===== config.mk =====
export PLATFORM = sky130hd
export DESIGN_NAME = regbank_arbiter
export DESIGN_NICKNAME = d
export VERILOG_FILES = /design/src/rtl/regbank_arbiter.sv
export SDC_FILE = /design/constraint.sdc
export NUM_CORES = 1
export LEC_CHECK = 0
export BUFFER_PORTS_ARGS = -buffer_cell sky130_fd_sc_hd__buf_2
export CAP_MARGIN = 10
export CORE_AREA = 5 5 67 69
export CTS_BUF_LIST = sky130_fd_sc_hd__clkbuf_4 sky130_fd_sc_hd__clkbuf_8 sky130_fd_sc_hd__clkbuf_16
export CTS_CLUSTER_SIZE = 25
export DETAILED_ROUTE_END_ITERATION = 10
export DIE_AREA = 0 0 72 74
export PLACE_DENSITY = 0.95
export SYNTH_ARGS = -nofsm -noshare
export SYNTH_HDL_FRONTEND = slang
export SYNTH_SLANG_ARGS = --single-unit
export TNS_END_PERCENT = 30

===== constraint.sdc =====
create_clock -name Clock -period 3.5 [get_ports Clock]
set_clock_uncertainty 0.15 [all_clocks]
set_input_delay 0.525 -clock Clock [delete_from_list [all_inputs] [get_ports Clock]]
set_output_delay 0.525 -clock Clock [all_outputs]
set_load 0.02 [all_outputs]

===== src/rtl/regbank_arbiter.sv =====
// regbank_arbiter: round-robin arbiter/sequencer sharing one bank of
// single-word tri-state registers between several requesters. A winner is
// latched in IDLE, served in ACCESS until a Tick edge, and acknowledged in
// RELEASE with a one-cycle Done pulse.
module regbank_arbiter #(
  parameter int NrOfReq  = 4,
  parameter int NrOfRegs = 8,
  parameter int NrOfBits = 8,
  parameter int AddrBits = 3
) (
  input  logic                         Clock,
  input  logic                         Reset,
  input  logic                         Tick,
  input  logic [NrOfReq-1:0]           Req,
  input  logic [NrOfReq-1:0]           ReqWrite,
  input  logic [NrOfReq*AddrBits-1:0]  ReqAddr,
  input  logic [NrOfReq*NrOfBits-1:0]  ReqWData,
  output logic [NrOfReq-1:0]           Grant,
  output logic [NrOfReq-1:0]           Done,
  output logic                         Err,
  output logic [NrOfBits-1:0]          RdData,
  output logic [NrOfRegs-1:0]          RegCE,
  output logic [NrOfRegs-1:0]          RegCs,
  output logic [NrOfBits-1:0]          RegD,
  input  logic [NrOfBits-1:0]          RegQ
);

  localparam int IdxW = (NrOfReq > 1) ? $clog2(NrOfReq) : 1;

  typedef enum logic [1:0] {IDLE, ACCESS, RELEASE} state_t;

  state_t                r_state;
  logic [IdxW-1:0]       r_ptr;
  logic [IdxW-1:0]       r_winner;
  logic                  r_write;
  logic [AddrBits-1:0]   r_addr;
  logic [NrOfBits-1:0]   r_wdata;
  logic [NrOfBits-1:0]   r_rddata;

  logic                  w_found;
  logic [IdxW-1:0]       w_win;
  logic                  w_write;
  logic [AddrBits-1:0]   w_addr;
  logic [NrOfBits-1:0]   w_wdata;
  logic                  w_valid;

  // Round-robin search: first set Req bit at ptr, ptr+1, ... modulo NrOfReq
  always_comb begin
    logic [IdxW:0] w_sum;
    w_found = 1'b0;
    w_win   = '0;
    w_sum   = '0;
    for (int k = 0; k < NrOfReq; k++) begin
      w_sum = {1'b0, r_ptr} + (IdxW+1)'(k);
      if (w_sum >= (IdxW+1)'(NrOfReq)) w_sum = w_sum - (IdxW+1)'(NrOfReq);
      if (!w_found && Req[w_sum[IdxW-1:0]]) begin
        w_found = 1'b1;
        w_win   = w_sum[IdxW-1:0];
      end
    end
  end

  // Select the candidate winner's request fields for latching
  always_comb begin
    w_write = 1'b0;
    w_addr  = '0;
    w_wdata = '0;
    for (int i = 0; i < NrOfReq; i++) begin
      if (IdxW'(i) == w_win) begin
        w_write = ReqWrite[i];
        w_addr  = ReqAddr[i*AddrBits +: AddrBits];
        w_wdata = ReqWData[i*NrOfBits +: NrOfBits];
      end
    end
  end

  // Out-of-range addresses never touch the bank and finish with Err
  assign w_valid = ({1'b0, r_addr} < (AddrBits+1)'(NrOfRegs));

  // Sequencer FSM; request fields are latched so later input changes are ignored
  always_ff @(posedge Clock) begin
    if (!Reset) begin
      r_state  <= IDLE;
      r_ptr    <= '0;
      r_rddata <= '0;
    end else begin
      case (r_state)
        IDLE: begin
          if (w_found) begin
            r_winner <= w_win;
            r_write  <= w_write;
            r_addr   <= w_addr;
            r_wdata  <= w_wdata;
            r_state  <= ACCESS;
          end
        end
        ACCESS: begin
          if (!w_valid) begin
            r_state <= RELEASE;
          end else if (Tick) begin
            if (!r_write) r_rddata <= RegQ;
            r_state <= RELEASE;
          end
        end
        RELEASE: begin
          r_ptr   <= (r_winner == IdxW'(NrOfReq-1)) ? '0 : r_winner + 1'b1;
          r_state <= IDLE;
        end
        default: r_state <= IDLE;
      endcase
    end
  end

  // Bank control decoded from state and latched fields only
  always_comb begin
    Grant = '0;
    Done  = '0;
    RegCE = '0;
    RegCs = '1;
    RegD  = '0;
    Err   = (r_state == RELEASE) && !w_valid;
    for (int i = 0; i < NrOfReq; i++) begin
      if (IdxW'(i) == r_winner) begin
        Grant[i] = (r_state == ACCESS);
        Done[i]  = (r_state == RELEASE);
      end
    end
    if (r_state == ACCESS && w_valid) begin
      if (r_write) RegD = r_wdata;
      for (int j = 0; j < NrOfRegs; j++) begin
        if (AddrBits'(j) == r_addr) begin
          if (r_write) RegCE[j] = 1'b1;
          else         RegCs[j] = 1'b0;
        end
      end
    end
  end

  assign RdData = r_rddata;

endmodule


* Word level (Yosys, flattened, before mapping)
Cells that the tools add are included.
** Operators by class
- Reductions and logical operators :: 13
- Equal/unequal tests :: 18
- Muxes and demuxes :: 65
- Bitwise gates (word level) :: 1
- $add $sub $neg :: 8
- $lt $le $gt $ge :: 8
** Operators by type and width (count)
- 2-to-1 mux 8 bit :: 8
- 2-to-1 mux 1 bit :: 37
- 2-to-1 mux 2 bit :: 11
- equality test 3 bit (first input constant) :: 4
- less-than comparator 2 x 3 -> 1 bit (second input constant) :: 4
- 2-to-1 mux 3 bit :: 4
- greater-or-equal comparator 3 bit (second input constant) :: 3
- binary-select mux 1 bit (select 2 bit) :: 4
- equality test 2 bit (first input constant) :: 4
- subtractor 2 x 1 -> 2 bit (second input constant) :: 4
- adder 2 x 2 -> 3 bit (second input constant) :: 2
- equality test 2 x 3 -> 1 bit (first input constant) :: 2
- zero test 2 bit :: 3
- AND reduction 3 bit :: 2
- equality test 1 x 2 -> 1 bit (first input constant) :: 2
- equality test 2 bit (second input constant) :: 2
- != test 2 bit (second input constant) :: 2
- case mux 2 bit (2 select lines) :: 1
- adder 2 x 1 -> 3 bit (second input constant) :: 1
- equality test 1 x 3 -> 1 bit (first input constant) :: 1
- greater-or-equal comparator 2 x 3 -> 1 bit (second input constant) :: 1
- logical AND 1 bit :: 3
- zero test 1 bit :: 3
- zero test 3 bit :: 1
- other kinds (4) :: 4
** Storage, ports and cells
- Word-level logic and storage cells :: 120
- Output and inout port bits :: 41
- Register bits :: 26
- Bits of input ports :: 63

* Logic depth before layout (Yosys ltp)
Gate-level depths: netlist (run 1).
- Depth in word-level cells :: 19
- Gate-level depth with buffers :: 6
- Depth with buffers taken out :: 5

* Least setup slack after synthesis (run 1)
Ideal clock, no wire load.
- Kind :: in2reg
- From :: in Req[2]
- To :: reg r_addr[0], enable pin
- Library setup time :: 403 ps
- Stages on the path :: 2
- Setup slack :: 1342 ps
- Arrival time :: 1605 ps
- Path through :: nor4_1 nor3_1
** Between the ends
- Longest elaborated chain between the ends :: 13
- Elaborated cells between the ends (all ways) :: 19
- Those cells by class :: mux: 12; reduce/logical: 7
** RTL lines
- start: declaration :: RTL line 14 : input logic [NrOfReq-1:0] Req,
- binary-select mux 1 bit (select 2 bit) :: RTL line 56 : if (!w_found && Req[w_sum[IdxW-1:0]]) begin
- 2-to-1 mux 1 bit (implied by the code) :: RTL line 56
- 2-to-1 mux 1 bit :: RTL line 56
- zero test 1 bit :: RTL line 56
- logical AND 1 bit :: RTL line 56
- 2-to-1 mux 1 bit :: RTL line 56
- zero test 1 bit :: RTL line 56
- logical AND 1 bit :: RTL line 56
- 2-to-1 mux 1 bit :: RTL line 56
- zero test 1 bit :: RTL line 56
- logical AND 1 bit :: RTL line 56
- 2-to-1 mux 1 bit * :: RTL line 56
- AND reduction 3 bit (no source line) *
- end signal: assignment :: RTL line 92 : r_addr <= w_addr;
- end: declaration :: RTL line 36 : logic [AddrBits-1:0] r_addr;
Mark *: on every way between the ends. The rest lies on a longest branch, timed or not. The select of a mux whose other input is x is not followed.
A chain may end at the register's enable or synchronous reset.

* Worst setup path after layout (run 1)
- From :: reg r_state[0]
- To :: out RegCE[4]
** Between the ends
- Longest elaborated chain between the ends :: 2
** RTL lines
- start: declaration :: RTL line 32 : state_t r_state;
- start signal: assignment :: RTL line 83 : r_state <= IDLE;
- start signal: assignment :: RTL line 94 : r_state <= ACCESS;
- start signal: assignment :: RTL line 99 : r_state <= RELEASE;
- equality test 2 x 1 -> 1 bit :: RTL line 128 : if (r_state == ACCESS && w_valid) begin
- 2-to-1 mux 8 bit :: RTL line 128
- end: declaration :: RTL line 22 : output logic [NrOfRegs-1:0] RegCE,
No other way between the ends.

==> flow_summary.toml, run 1 <==
[global_routing]
antenna_found_initial = 0
grt_overflow = 0
grt_max_degree = 26
grt_pass1_vias = 1580
grt_use_total_pct = 16.49
grt_pass1_wl_um = 6996

[drt]
highest_layer = "met4"
drcViolationCount = 0
drt_first_iter_violations = 85
antenna_left = 0
viasPerCell = 5.061
met3_length_um = 358
dr.pass1.iters = 4
met1_length_um = 1601
vias = 1584
wl_per_cell_um = 14.14
wl_met2_um = 2379
drt_wl_total_um = 4425

[final_layout]
n_antenna_cell = 0
finalCoreUtilization_pct = 59.02
final_cell_mix = "102 x buf_2, 46 x mux2i_1, 14 x edfxtp_1"
area_delta_synth_final_pct = 32.00
nets = 331
drive_gt1_share_pct = 42.97
layout_commonest_cell = "buf_2"
fin_cells = 313
fill_cells = 353

[cts]
numCtsBuffers = 3
cts_setup_buffers = 0
clkSinkCount = 26
clock_latency_ns = 0.27
postCtsHoldBufs = 0
clk_pin_slew_worst_paths_ns = 0.08
root_buffer = "clkbuf_8"
cts_tree = "yes"
clk_path_buf_depth = 2
htree_levels = 1
cts_resized = 0

[power]
combPwrFrac_pct = 25.6
p_sw_mw = 0.2084
p_leak_nw = 1.069
switching_share_pct = 28.45
peakVddDrop_mv = 0.1990
p_seq_share_pct = 49.7
power.share.clock_pct = 24.8
p_int_mw = 0.5241
power_density_nw_per_um2 = 321.8

[sta]
min_period_over_period_pct = 77.26
rsz0062_at_grt = "no"
fin_setup_tns_ns = 0
max-slew-margin-rel_pct = 24.73
setup_viol = 0
tightest_slew_ns = 1.123
hold_slack_ns = 0.3641
setup_ws_ns = 0.7959
drv_slew = 0
fmax_ghz = 0.3698
final.min_clock_period_ns = 2.704
hold_viol = 0

[logic_synthesis]
yosys_warnings = 0
synth_cell_types = 28
yosysSeqAreaShare_pct = 38.32
avgSynthCellArea_sq_um = 10.39
synth-seq-cells = 26
syn_nets = 233
synth_area_sq_um = 1724
synthCells = 166

[critical_path]
cpPeakStageDelay_ns = 0.63
path_cells = "inv_1 > nor2_1 > nand3_1 > nor3_1 > buf_2"
rr_worst_depth = 4
crit_required_ns = 2.82
worstPathArrival_ns = 2.03
cp_slowest_cell = "nor2_1"
crit_path_max_fanout = 15
endpoint_kind = "output port"
crit_type = "register to output port"
crit_path_start_kind = "register"

[floorplan]
dieArea_sq_um = 5328
start_util_pct = 44.71
core_sq_um = 3856
fp.dieH_um = 74
num_rows = 23
die_w_um = 72
ios = 104

[placed_design]
dp_cells = 309
gp_congestion = 0.8160
port_buffers = 102
dp_hpwl_um = 3602
place_ws_ns = 1.142

[status]
status = "finished clean"

[job]
maxCapViolations = 0

[hold_path]
whs_path_depth = 3
hold_class = "input port to register"
[worst max-delay path: cells and delay by family (launching register included)]
| family | cells | cell delay, ns |
|---|---|---|
| flops | 1 | 0.41 |
| simple gates | 3 | 1.09 |
| buf+inv | 2 | 0.27 |
[cell type report]
class / instances / area, sq um / share of cell area (%)
flip-flops and latches: 26 / 660.6 / 29.03
clock buffers: 4 / 48.80 / 2.144
multi-input cells: 126 / 970.9 / 42.66
well taps: 50 / 62.56 / 2.749
repair buffers: 103 / 518.0 / 22.76
inverters: 4 / 15.01 / 0.6597
[sequential cells by signal (all words and copies together) (netlist names)]
| signal | cells |
|---|---|
| r_state | 2 |
| RdData | 8 |
| r_ptr | 2 |
| r_wdata | 8 |
| r_addr | 3 |
| r_write | 1 |
| r_winner | 2 |
[final timing paths]
kind                            from                endpoint  slack [ns]
max reg2reg    r_ptr[1]$_SDFFE_PN0P_    r_wdata[1]$_DFFE_PP_        1.40
max          r_state[0]$_SDFFE_PN0P_                RegCE[4]        0.80
min                          RegQ[3]  RdData[3]$_SDFFE_PN0P_        0.36
min reg2reg   RdData[7]$_SDFFE_PN0P_  RdData[7]$_SDFFE_PN0P_        0.37
[routing by layer]
layer / global-route usage, % / vias to the layer above
met1: 17.27 / 729
li1: - / 780
met5: 0 / -
met4: 7.307 / 0
met2: 31.94 / 67
met3: 3.108 / 8
[power by group through the flow]
stage | combinational (mW) | clock (mW) | sequential, mW
2_1_floorplan | 0.132 | 0 | 0.365
6_report | 0.187 | 0.182 | 0.364
4_1_cts | 0.188 | 0.186 | 0.364
5_1_grt | 0.207 | 0.199 | 0.366
3_5_place_dp | 0.188 | 0 | 0.371
3_3_place_gp | 0.181 | 0 | 0.369
[stage by stage]
step	power (mW)	cell area, sq um
2_1_floorplan	0.4969	1724
3_3_place_gp	0.5501	2227
3_5_place_dp	0.5584	2227
4_1_cts	0.7374	2276
5_1_grt	0.7723	2276
6_report	0.7325	2276
[Yosys cell counts]
library cell | count | share of area (%)
buf_12 | 2 | 2.3
conb_1 | 1 | 0.22
buf_4 | 1 | 0.44
nor2_1 | 9 | 2.0
a21oi_2 | 1 | 0.51
nor3b_1 | 1 | 0.44
inv_1 | 4 | 0.87
and3_1 | 9 | 3.3
ha_1 | 4 | 2.9
nand2b_1 | 4 | 1.5
a211oi_1 | 1 | 0.44
a2bb2oi_4 | 1 | 1.5
nor4_1 | 2 | 0.73
mux2i_1 | 46 | 27
nor2b_1 | 13 | 4.7
a21oi_1 | 3 | 0.87
dfxtp_1 | 12 | 14
nand3b_2 | 1 | 0.65
edfxtp_1 | 14 | 24
nor3_1 | 6 | 1.7
and2_1 | 11 | 4.0
nor3_4 | 1 | 0.94
nand3_1 | 3 | 0.87
buf_2 | 1 | 0.29
nand2_1 | 8 | 1.7
nand2_2 | 1 | 0.36
clkbuf_1 | 5 | 1.1
buf_6 | 1 | 0.65
[logic make-up (layout without fill, tap and decap cells)]
logic type,count (synthesis),in the layout,synth area share [%]
fa+ha+maj,4,4,2.903
mux,46,46,26.71
other cells,1,1,0.2175
simple gates,69,69,22.86
flops,26,26,38.32
buf+inv,14,111,5.660
compound gates,6,6,3.338
(Power assumes the default switching activity.)
==> run 2, diff against run 1 <==
--- a/config.mk
+++ b/config.mk
@@ -7,12 +7,12 @@
 export LEC_CHECK = 0
 export BUFFER_PORTS_ARGS = -buffer_cell sky130_fd_sc_hd__buf_2
 export CAP_MARGIN = 10
-export CORE_AREA = 5 5 67 69
+export CORE_AREA = 5 5 73 75
 export CTS_BUF_LIST = sky130_fd_sc_hd__clkbuf_4 sky130_fd_sc_hd__clkbuf_8 sky130_fd_sc_hd__clkbuf_16
 export CTS_CLUSTER_SIZE = 25
 export DETAILED_ROUTE_END_ITERATION = 10
-export DIE_AREA = 0 0 72 74
-export PLACE_DENSITY = 0.95
+export DIE_AREA = 0 0 78 80
+export PLACE_DENSITY = 0.85
 export SYNTH_ARGS = -nofsm -noshare
 export SYNTH_HDL_FRONTEND = slang
 export SYNTH_SLANG_ARGS = --single-unit
==> constraint.sdc (replaced) <==
create_clock -name Clock -period 2.3 [get_ports Clock]
set_clock_uncertainty 0.15 [all_clocks]
set_input_delay 0.345 -clock Clock [delete_from_list [all_inputs] [get_ports Clock]]
set_output_delay 0.345 -clock Clock [all_outputs]
set_load 0.02 [all_outputs]
==> flow_summary.toml, run 2 (synthesized netlist as in run 1, its figures left out) <==
[cts]
clk_path_buf_depth = 2
root_buffer = "clkbuf_8"
numCtsBuffers = 3
cts_setup_buffers = 0
cts_tree = "yes"
clock_latency_ns = 0.26
clk_pin_slew_worst_paths_ns = 0.09
htree_levels = 1
clkSinkCount = 26

[drt]
drcViolationCount = 0
wl_per_cell_um = 12.78
drt_first_iter_violations = 15
vias = 1496
viasPerCell = 4.690
dr.pass1.iters = 4
drt_wl_total_um = 4076
antenna_left = 0

[final_layout]
fin_cells = 319
final_cell_mix = "102 x buf_2, 46 x mux2i_1, 14 x edfxtp_1"
fill_cells = 441
area_delta_synth_final_pct = 35.92
drive_gt1_share_pct = 44.15
nets = 333
n_antenna_cell = 0
layout_commonest_cell = "buf_2"

[power]
p_leak_nw = 1.094
power_density_nw_per_um2 = 518.8
peakVddDrop_mv = 0.4095

[critical_path]
r2r-end = "r_addr[0]$_DFFE_PP_"
crit_path_start_kind = "register"
crit_type = "register to output port"
rr_worst_depth = 5
worstPathArrival_ns = 1.63
r2r_start = "r_ptr[1]$_SDFFE_PN0P_"
r2r_setup_slack_ns = 0.50
endpoint_kind = "output port"
crit_required_ns = 1.80
crit_path_max_fanout = 11

[global_routing]
grt_pass1_vias = 1397
grt_use_total_pct = 12.68
grt_pass1_wl_um = 6451
grt_max_degree = 26
grt_overflow = 0
antenna_found_initial = 0

[sta]
drv_slew = 0
max-slew-margin-rel_pct = 35.38
rsz0062_at_grt = "no"
fin_setup_tns_ns = 0
hold_viol = 0
min_period_over_period_pct = 92.34
tightest_slew_ns = 0.9640
final.min_clock_period_ns = 2.124
setup_viol = 0
fmax_ghz = 0.4708

[floorplan]
core_sq_um = 4598
die_w_um = 78
fp.dieH_um = 80
dieArea_sq_um = 6240
num_rows = 25
start_util_pct = 37.50
ios = 104

[placed_design]
gp_congestion = 0.7591
dp_hpwl_um = 3425
port_buffers = 102
dp_cells = 315

[hold_path]
whs_path_depth = 3
hp-start = "RegQ[4]"
hold_end = "RdData[4]$_SDFFE_PN0P_"
hold_class = "input port to register"

[status]
status = "finished clean"

[job]
maxCapViolations = 0
run 2: worst max path at each step:
stage	startpoint	end	slack, ns
global route	r_state[0]$_SDFFE_PN0P_	RegCE[0]	0.04
finish	r_state[0]$_SDFFE_PN0P_	RegCE[0]	0.18
global placement	Reset	r_wdata[4]$_DFFE_PP_	0.42
floorplan	r_state[1]$_SDFFE_PN0P_	r_addr[0]$_DFFE_PP_	0.30
detailed placement	Reset	r_wdata[4]$_DFFE_PP_	0.36
CTS	r_state[0]$_SDFFE_PN0P_	RegCE[0]	0.09
run 2: final cells by class:
| cell class | instances | area [sq um] | share of cell area [%] |
|---|---|---|---|
| clock inverters | 1 | 30.03 | 1.281 |
| repair buffers | 105 | 545.5 | 23.28 |
| well taps | 54 | 67.56 | 2.883 |
| flip-flops and latches | 26 | 660.6 | 28.19 |
| clock buffers | 3 | 41.29 | 1.762 |
| inverters | 4 | 15.01 | 0.6407 |
| multi-input cells | 126 | 983.4 | 41.96 |
run 2: metrics by stage:
stage | power, mW | hold WS [ns] | util, % | setup slack, ns | area [sq um]
3_3_place_gp | 0.8494 | 0.3445 | 49.14 | 0.4184 | 2260
5_1_grt | 1.279 | 0.1929 | 50.97 | 0.04084 | 2344
6_report | 1.216 | 0.1868 | 50.97 | 0.1761 | 2344
2_1_floorplan | 0.7561 | 0.3329 | - | 0.2970 | 1724
3_5_place_dp | 0.8577 | 0.3588 | 49.14 | 0.3645 | 2260
4_1_cts | 1.225 | 0.1800 | 50.69 | 0.08547 | 2331
run 2: report_power, final:
| part | internal (mW) | total (mW) | switching (mW) |
|---|---|---|---|
| Combinational | 0.142 | 0.292 | 0.150 |
| Clock | 0.233 | 0.369 | 0.137 |
| Sequential | 0.528 | 0.555 | 0.0264 |
| Total | 0.903 | 1.22 | 0.313 |
run 2: worst max-delay path, stage by stage (launching register included):
cell	delay [ns]
dfxtp_1	0.42
inv_1	0.11
nor2_4	0.14
buf_4	0.17
nand2_1	0.12
nor4_1	0.19
buf_2	0.21
run 2: what timing repair did:
action                                  in CTS  in global routing
hold buffers                                 0                  0
endpoints found under the hold margin        0                  0
gates resized for setup                      0                  3
endpoints found under the setup margin       0                  8
run 2: routing by layer:
metal	vias to the layer above	GRT usage [%]	part of all wire [%]
li1	780	-	-
met5	-	0	0
met4	0	5.405	2.0
met3	6	1.580	8.3
met2	62	21.87	50
met1	648	15.82	40
==> run 3, diff against run 2 <==
--- a/config.mk
+++ b/config.mk
@@ -5,14 +5,16 @@
 export SDC_FILE = /design/constraint.sdc
 export NUM_CORES = 1
 export LEC_CHECK = 0
+export ABC_AREA = 0
 export BUFFER_PORTS_ARGS = -buffer_cell sky130_fd_sc_hd__buf_2
 export CAP_MARGIN = 10
-export CORE_AREA = 5 5 73 75
+export CORE_AREA = 5 5 83 66
 export CTS_BUF_LIST = sky130_fd_sc_hd__clkbuf_4 sky130_fd_sc_hd__clkbuf_8 sky130_fd_sc_hd__clkbuf_16
 export CTS_CLUSTER_SIZE = 25
 export DETAILED_ROUTE_END_ITERATION = 10
-export DIE_AREA = 0 0 78 80
-export PLACE_DENSITY = 0.85
+export DIE_AREA = 0 0 88 71
+export PLACE_DENSITY = 0.86
+export REMOVE_ABC_BUFFERS = 1
 export SYNTH_ARGS = -nofsm -noshare
 export SYNTH_HDL_FRONTEND = slang
 export SYNTH_SLANG_ARGS = --single-unit
==> flow_summary.toml, run 3 (synthesized netlist as in run 1, its figures left out) <==
[sta]
tightest_slew_ns = 1.041
hold_viol = 0
fmax_ghz = 0.4904
setup_viol = 0
fin_setup_tns_ns = 0
drv_slew = 0
final.min_clock_period_ns = 2.039
rsz0062_at_grt = "no"
min_period_over_period_pct = 88.65
max-slew-margin-rel_pct = 30.22

[floorplan]
fp.dieH_um = 71
die_w_um = 88
ios = 104
core_sq_um = 4652
num_rows = 22
start_util_pct = 37.06
dieArea_sq_um = 6248

[cts]
numCtsBuffers = 3
htree_levels = 1
clk_pin_slew_worst_paths_ns = 0.08
root_buffer = "clkbuf_8"
clock_latency_ns = 0.27
clkSinkCount = 26
cts_resized = 0
clk_path_buf_depth = 2
postCtsHoldBufs = 0
cts_tree = "yes"
cts_setup_buffers = 0

[critical_path]
crit_path_start_kind = "register"
crit_required_ns = 1.80
crit_path_max_fanout = 12
endpoint_kind = "output port"
rr_worst_depth = 2
crit_type = "register to output port"
worstPathArrival_ns = 1.54

[drt]
drt_first_iter_violations = 20
dr.pass1.iters = 6
antenna_left = 0
vias = 1537
drt_wl_total_um = 4196
drcViolationCount = 0
wl_per_cell_um = 12.91
viasPerCell = 4.729

[final_layout]
final_cell_mix = "102 x buf_2, 46 x mux2i_1, 14 x edfxtp_1"
fin_cells = 325
drive_gt1_share_pct = 43.40
n_antenna_cell = 0
area_delta_synth_final_pct = 34.69
nets = 333
layout_commonest_cell = "buf_2"

[power]
peakVddDrop_mv = 0.1983
combPwrFrac_pct = 25.7
power.share.clock_pct = 25.5
p_leak_nw = 1.085
p_seq_share_pct = 48.8
p_sw_mw = 0.3111
switching_share_pct = 27.46
p_int_mw = 0.8218
power_density_nw_per_um2 = 487.9

[status]
status = "finished clean"

[global_routing]
grt_overflow = 0
grt_use_total_pct = 12.65
grt_max_degree = 26
grt_pass1_wl_um = 6334
antenna_found_initial = 0
grt_pass1_vias = 1458

[hold_path]
hold_class = "input port to register"
whs_path_depth = 3

[placed_design]
port_buffers = 102
dp_cells = 321
gp_congestion = 0.7728
dp_hpwl_um = 3469

[job]
maxCapViolations = 0
[run 3: layer usage]
layer  track usage, %  vias up  wire (um)
li1                 -      782          -
met2            23.66       63       2097
met5                0        -          0
met4            2.555        0         27
met3            3.027        4        424
met1            14.47      688       1647
[run 3: per-stage QoR]
| step | utilization (%) | hold WS, ns | power, mW | worst slack (ns) | instance area (sq um) |
|---|---|---|---|---|---|
| after detailed placement | 48.74 | 0.3605 | 0.8592 | 0.3017 | 2267 |
| final | 49.92 | 0.1839 | 1.133 | 0.2610 | 2322 |
| after floorplan | - | 0.3232 | 0.7346 | 0.2000 | 1642 |
| after CTS | 49.92 | 0.1772 | 1.149 | 0.2468 | 2322 |
| after global placement | 48.74 | 0.3417 | 0.8490 | 0.3452 | 2267 |
| after global routing | 49.92 | 0.1949 | 1.197 | 0.1209 | 2322 |
[run 3: layout make-up]
type	count	area, sq um
timing repair buffer	105	545.5
tap	60	75.07
clock buffer	4	55.05
multi-input combinational	126	970.9
inverter	4	15.01
fill	450	2330
sequential	26	660.6
[run 3: power groups by stage]
stage / registers (mW) / clock network [mW] / logic (mW)
floorplan: 0.562 / 0 / 0.173
global placement: 0.561 / 0 / 0.288
detailed placement: 0.563 / 0 / 0.296
CTS: 0.553 / 0.300 / 0.297
global route: 0.557 / 0.318 / 0.322
finish: 0.553 / 0.289 / 0.291
[run 3: final timing paths]
kind | startpoint | end | slack, ns
setup / recovery | r_write$_DFFE_PP_ | RegCs[3] | 0.26
hold / removal | RegQ[2] | RdData[2]$_SDFFE_PN0P_ | 0.18
setup reg to reg | r_state[1]$_SDFFE_PN0P_ | r_wdata[5]$_DFFE_PP_ | 0.49
hold reg to reg | RdData[3]$_SDFFE_PN0P_ | RdData[3]$_SDFFE_PN0P_ | 0.37
[run 3: critical path, cell delays in order, from the launching register on]
cell,delay [ns]
edfxtp_1,0.55
nor3_1,0.44
nand3_1,0.12
buf_2,0.17
